**src/rtl/mem_arbiter.sv**
```systemverilog
// Arbitrates the single RAM port between icache refills and dcache transfers, running
// critical-word-first wrapping bursts. Define MEM_ARB_RR_EN for round-robin on simultaneous requests.
module mem_arbiter #(
   parameter int ADDR_W    = 32,
   parameter int DATA_W    = 32,
   parameter int BURST_LEN = 4
) (
   input  logic              clk,
   input  logic              rst,
   input  logic              ic_req,
   input  logic [ADDR_W-1:0] ic_addr,
   output logic [DATA_W-1:0] ic_word,
   output logic              ic_word_ready,
   output logic              ic_done,
   input  logic              dc_req,
   input  logic              dc_we,
   input  logic [ADDR_W-1:0] dc_addr,
   input  logic [DATA_W-1:0] dc_wdata,
   output logic [DATA_W-1:0] dc_word,
   output logic              dc_word_ready,
   output logic              dc_done,
   output logic              ram_req,
   output logic              ram_we,
   output logic [ADDR_W-1:0] ram_addr,
   output logic [DATA_W-1:0] ram_wdata,
   input  logic [DATA_W-1:0] ram_rdata,
   input  logic              ram_ready
);

   localparam int IDX_W  = $clog2(BURST_LEN);
   localparam int BASE_W = ADDR_W - IDX_W - 2;
   localparam logic [IDX_W-1:0] LAST = IDX_W'(BURST_LEN - 1);

   typedef enum logic [1:0] {IDLE, I_BURST, D_BURST, TURN} state_t;

   state_t            state;
   logic [BASE_W-1:0] base;
   logic [IDX_W-1:0]  start;
   logic [IDX_W-1:0]  cnt;
   logic [IDX_W-1:0]  idx;
   logic              we_lat;
   logic              grant_d;
   logic              in_burst;
   logic              last;
   logic              unused_addr_lsbs;

   // Byte-offset bits never reach RAM: bursts are word aligned.
   assign unused_addr_lsbs = ^{ic_addr[1:0], dc_addr[1:0]};

`ifdef MEM_ARB_RR_EN
   logic last_dc;
   assign grant_d = dc_req && (!ic_req || !last_dc);
`else
   assign grant_d = dc_req;
`endif

   // NOTE: sequential state uses non-blocking assignments so every register samples pre-edge values.
   always_ff @(posedge clk or posedge rst) begin
      if (rst) begin
         state  <= IDLE;
         base   <= '0;
         start  <= '0;
         cnt    <= '0;
         we_lat <= 1'b0;
`ifdef MEM_ARB_RR_EN
         last_dc <= 1'b0;
`endif
      end else begin
         case (state)
            IDLE: begin
               cnt <= '0;
               if (grant_d) begin
                  state  <= D_BURST;
                  base   <= dc_addr[ADDR_W-1:IDX_W+2];
                  start  <= dc_addr[IDX_W+1:2];
                  we_lat <= dc_we;
`ifdef MEM_ARB_RR_EN
                  last_dc <= 1'b1;
`endif
               end else if (ic_req) begin
                  state  <= I_BURST;
                  base   <= ic_addr[ADDR_W-1:IDX_W+2];
                  start  <= ic_addr[IDX_W+1:2];
                  we_lat <= 1'b0;
`ifdef MEM_ARB_RR_EN
                  last_dc <= 1'b0;
`endif
               end
            end
            I_BURST, D_BURST: begin
               if (ram_ready) begin
                  cnt <= cnt + 1'b1;
                  if (last) state <= TURN;
               end
            end
            default: state <= IDLE;
         endcase
      end
   end

   // Outputs decode from registered state, so async reset clears them at once.
   assign in_burst  = (state == I_BURST) || (state == D_BURST);
   assign last      = (cnt == LAST);
   assign idx       = start + cnt;
   assign ram_req   = in_burst;
   assign ram_we    = (state == D_BURST) && we_lat;
   assign ram_addr  = in_burst ? {base, idx, 2'b00} : '0;
   assign ram_wdata = ram_we ? dc_wdata : '0;

   assign ic_word_ready = (state == I_BURST) && ram_ready;
   assign ic_done       = ic_word_ready && last;
   assign ic_word       = ic_word_ready ? ram_rdata : '0;

   assign dc_word_ready = (state == D_BURST) && ram_ready;
   assign dc_done       = dc_word_ready && last;
   assign dc_word       = (dc_word_ready && !we_lat) ? ram_rdata : '0;

endmodule

```
**config.mk**
```make
export PLATFORM = sky130hd
export DESIGN_NAME = mem_arbiter
export DESIGN_NICKNAME = d
export VERILOG_FILES = /design/src/rtl/mem_arbiter.sv
export SDC_FILE = /design/constraint.sdc
export NUM_CORES = 1
export LEC_CHECK = 0
export BUFFER_PORTS_ARGS = -buffer_cell sky130_fd_sc_hd__buf_4
export CORE_AREA = 2 2 105 107
export CTS_CLUSTER_DIAMETER = 120
export CTS_CLUSTER_SIZE = 24
export DETAILED_ROUTE_END_ITERATION = 7
export DIE_AREA = 0 0 107 109
export PLACE_DENSITY = 0.59
export SYNTH_ARGS = -nofsm -noshare
export SYNTH_HDL_FRONTEND = slang
export SYNTH_SLANG_ARGS = --single-unit
```
**constraint.sdc**
```tcl
create_clock -name clk -period 2.3 [get_ports clk]
set_input_delay 0 -clock clk [delete_from_list [all_inputs] [get_ports clk]]
set_output_delay 0 -clock clk [all_outputs]
set_load 0.01 [all_outputs]
```
==> summary.txt <==
Synthesis
  – Post-Synthesis Cells: 318
  – Area leader, netlist: dfrtp_1
  – Top cells by area, synth: dfrtp_1, and3_1, mux2i_1
  – Post-synthesis simple-gate area fraction: 0.3665
  – Mapped Area: 2714 um2
  – Compound-gate portion of the synthesized area: 0.07976
  – Synthesis Warnings: 0
  – Largest family of logic cells by synthesized area: simple AND/OR/NAND/NOR gates
  – Mux share of post-synthesis cell area: 0.1222
  – Adder-Cell Fraction of Synth Area: 0.03227
  – Register bit total from synthesis: 35
  – Xor-xnor portion of the synthesized cell area: 0.006455
  – Share of the synthesized area in the top cell type: 0.3227
  – Mean post-synth cell area: 8.534 um2
  – Sequential area share after synthesis: 0.3227
  – Cell variety after synth: 27

Floorplan
  – Die W: 107 um
  – Initial Utilization: 0.2560
  – Rows: 38
  – Die area: between 10000 and 15000 um2
  – Die Ht: roughly 110 um
  – Core area: 10600 um2
  – Ports: between 200 and 300

Place
  – RD Place Congestion: 0.7892
  – Port bufs: between 200 and 300
  – Placed cell area: 4735 um2
  – Hpwl dp: 7624 um

Final layout
  – Layout cells sized above 1: 0.5230
  – N_diodes: 0
  – Fin area: 4851 um2
  – Most frequent cells in the layout: buf_4, and3_1, and2_1, dfrtp_1, nand2_1
  – Commonest non-fill, non-tap cell in the layout: buf_4
  – Layout area overhead: 78.75%
  – Nets: 706

Clock network
  – Number of clock sinks: 35
  – Worst-Skew Late Latency: 280 ps
  – Number of setup buffers added after CTS: 0
  – Clk slew on worst S/H paths: approximately 60 ps
  – H-tree lvl count: 2
  – TritonCTS clock tree: built
  – CTS Root Cell: clkbuf_8
  – Num CTS Buffers: 5
  – Hold_buf cts: 4
  – Post_cts resized: 0
  – Worst-case clock buffer depth: 2

Worst hold path
  – Worst Hold Class: in -> reg

Power
  – P_leak: 2.852 nW
  – Sw frac: 0.4205
  – Sequential share of power: 0.236
  – Comb pwr share: 0.675
  – Cell Pwr Density: 936.4 nW/um2
  – Psw: 1.910 mW
  – Clock power share: 0.089
  – Max rail drop VDD: ~0.48 mV
  – Internal: 2.632 mW

Global route
  – First-pass GRT wire length: 14320 um
  – Vias in the first global route: ~2.9k
  – Largest net degree at the start of global routing: 62
  – Gr usage total: 0.1533
  – Remaining global-route overflow: 0
  – Antenna violations before repair: 0

Critical path
  – Worst R2R Setup Slack: approximately 530 ps
  – Buffers and inverters on the worst path: 3
  – CP arrival: 2010 ps
  – Most frequent cell on the critical path: buf_4
  – Critical Path Sink Type: output port
  – Critical path's top delay family: adder cells
  – Slowest CP cell: ha_1
  – Data required, critical path: 2300 ps
  – Worst path cell trace: inv_1, ha_1, buf_4, and2_1, buf_4
  – Worst Path Class, Setup: reg -> out
  – CP startpoint kind: register
  – Slowest Stage Delay on Critical Path: ~640 ps
  – Worst-path maximum fanout: 20

Timing
  – Worst relative slew slack: 0.1857
  – Final period util: 0.8754
  – Slew @ Worst Pin: 1217 ps
  – Fmax: 496.7 MHz
  – Final count of hold timing violations: 0
  – Fin. max-slew vios: 0
  – Tmin final: between 2000 and 2500 ps
  – Setup-failing EPs final: 0
  – Unrepaired setup endpoints after global routing: false
  – Clock skew: 8.289 ps
  – Setup TNS: 0 ps

Detailed routing
  – Via count: approximately 3.1k
  – Post-route ant nets: 0
  – Average wire per standard cell: roughly 14 um
  – First-pass DRT Iterations: 4
  – Post-DR vias/cell: 4.381
  – Initial DRC Count: 154
  – Remaining DRCs: 0
  – Final wirelength: 9797 um

Job
  – Max-cap violation count: 0

Run status
  – Run status: completed
==> through the flow <==
step,utilization,std cells,total power [mW],setup slack (ps),hold WS (ps)
6_report,0.4575,704,4.542,286.6,10.21
5_1_grt,0.4575,704,4.967,106.0,13.48
4_1_cts,0.4575,704,4.614,263.3,1.117
3_5_place_dp,0.4465,694,4.182,514.9,192.9
3_3_place_gp,0.4465,694,4.138,543.6,169.1
2_1_floorplan,-,319,2.782,700.0,127.5
==> worst register-to-register path, cell delays in order, from the launching register on <==
cell and delay, ps:
dfrtp_1 370, inv_1 100, ha_1 540, a22oi_2 290
mux2_2 360
==> metal layers <==
metal,vias up,global-route usage,routed length [um]
li1,1559,-,-
met1,1372,0.1907,3987
met2,145,0.2689,4911
met3,8,0.03646,786
met4,0,0.03618,112
met5,-,0,0
==> Yosys cell counts <==
cell type,count
a21oi_1,1
a22oi_2,1
a32o_1,2
and2_1,51
and2_2,13
and2_4,1
and3_1,62
and3_2,4
buf_2,5
buf_4,6
buf_6,3
clkbuf_1,15
clkbuf_2,3
conb_1,1
dfrtp_1,35
ha_1,7
inv_1,3
mux2_2,1
mux2i_1,32
nand2_1,33
nor2_1,2
nor2b_1,1
nor2b_4,1
o21ai_0,31
o21ai_4,1
o21bai_1,1
xnor2_1,2
==> cell type report <==
cell class	instances	area [um2]
repair buffers	271	2057
well taps	140	175.2
inverters	3	11.26
clock buffers	5	68.82
multi-input cells	249	1655
flip-flops and latches	35	875.8
fillers	1046	5752
clock inverters	1	7.507
==> power by group through the flow <==
stage,sequential (mW),clock [mW],combinational (mW)
2_1_floorplan,1.04,0,1.74
3_3_place_gp,1.07,0,3.07
3_5_place_dp,1.09,0,3.09
4_1_cts,1.08,0.431,3.11
5_1_grt,1.12,0.451,3.40
6_report,1.07,0.406,3.07
==> final timing paths <==
kind,startpoint,endpoint,cells past startpoint
min in group asynchronous,rst,state[0]$_DFFE_PP0P_,3
setup / recovery,state[1]$_DFFE_PP0P_,ram_addr[19],5
hold reg to reg,base[0]$_DFFE_PP0P_,base[0]$_DFFE_PP0P_,2
max in group asynchronous,rst,base[10]$_DFFE_PP0P_,4
hold / removal,ic_addr[11],base[7]$_DFFE_PP0P_,3
setup reg to reg,state[0]$_DFFE_PP0P_,state[1]$_DFFE_PP0P_,4
==> sequential cells by signal, summed over array words and instances (netlist names) <==
signal	count
base	28
cnt	2
start	2
state	2
we_lat	1
==> cells by family (layout without fill, tap and decap cells) <==
group	count (synthesis)	after routing
AO/OA/AOI/OAI	37	37
XOR/XNOR	2	2
adder cells (fa/ha/maj)	7	7
buffers and inverters	35	280
flip-flops	35	35
multiplexers	33	33
other	1	2
AND/OR/NAND/NOR	168	168
(Power assumes the default switching activity.)
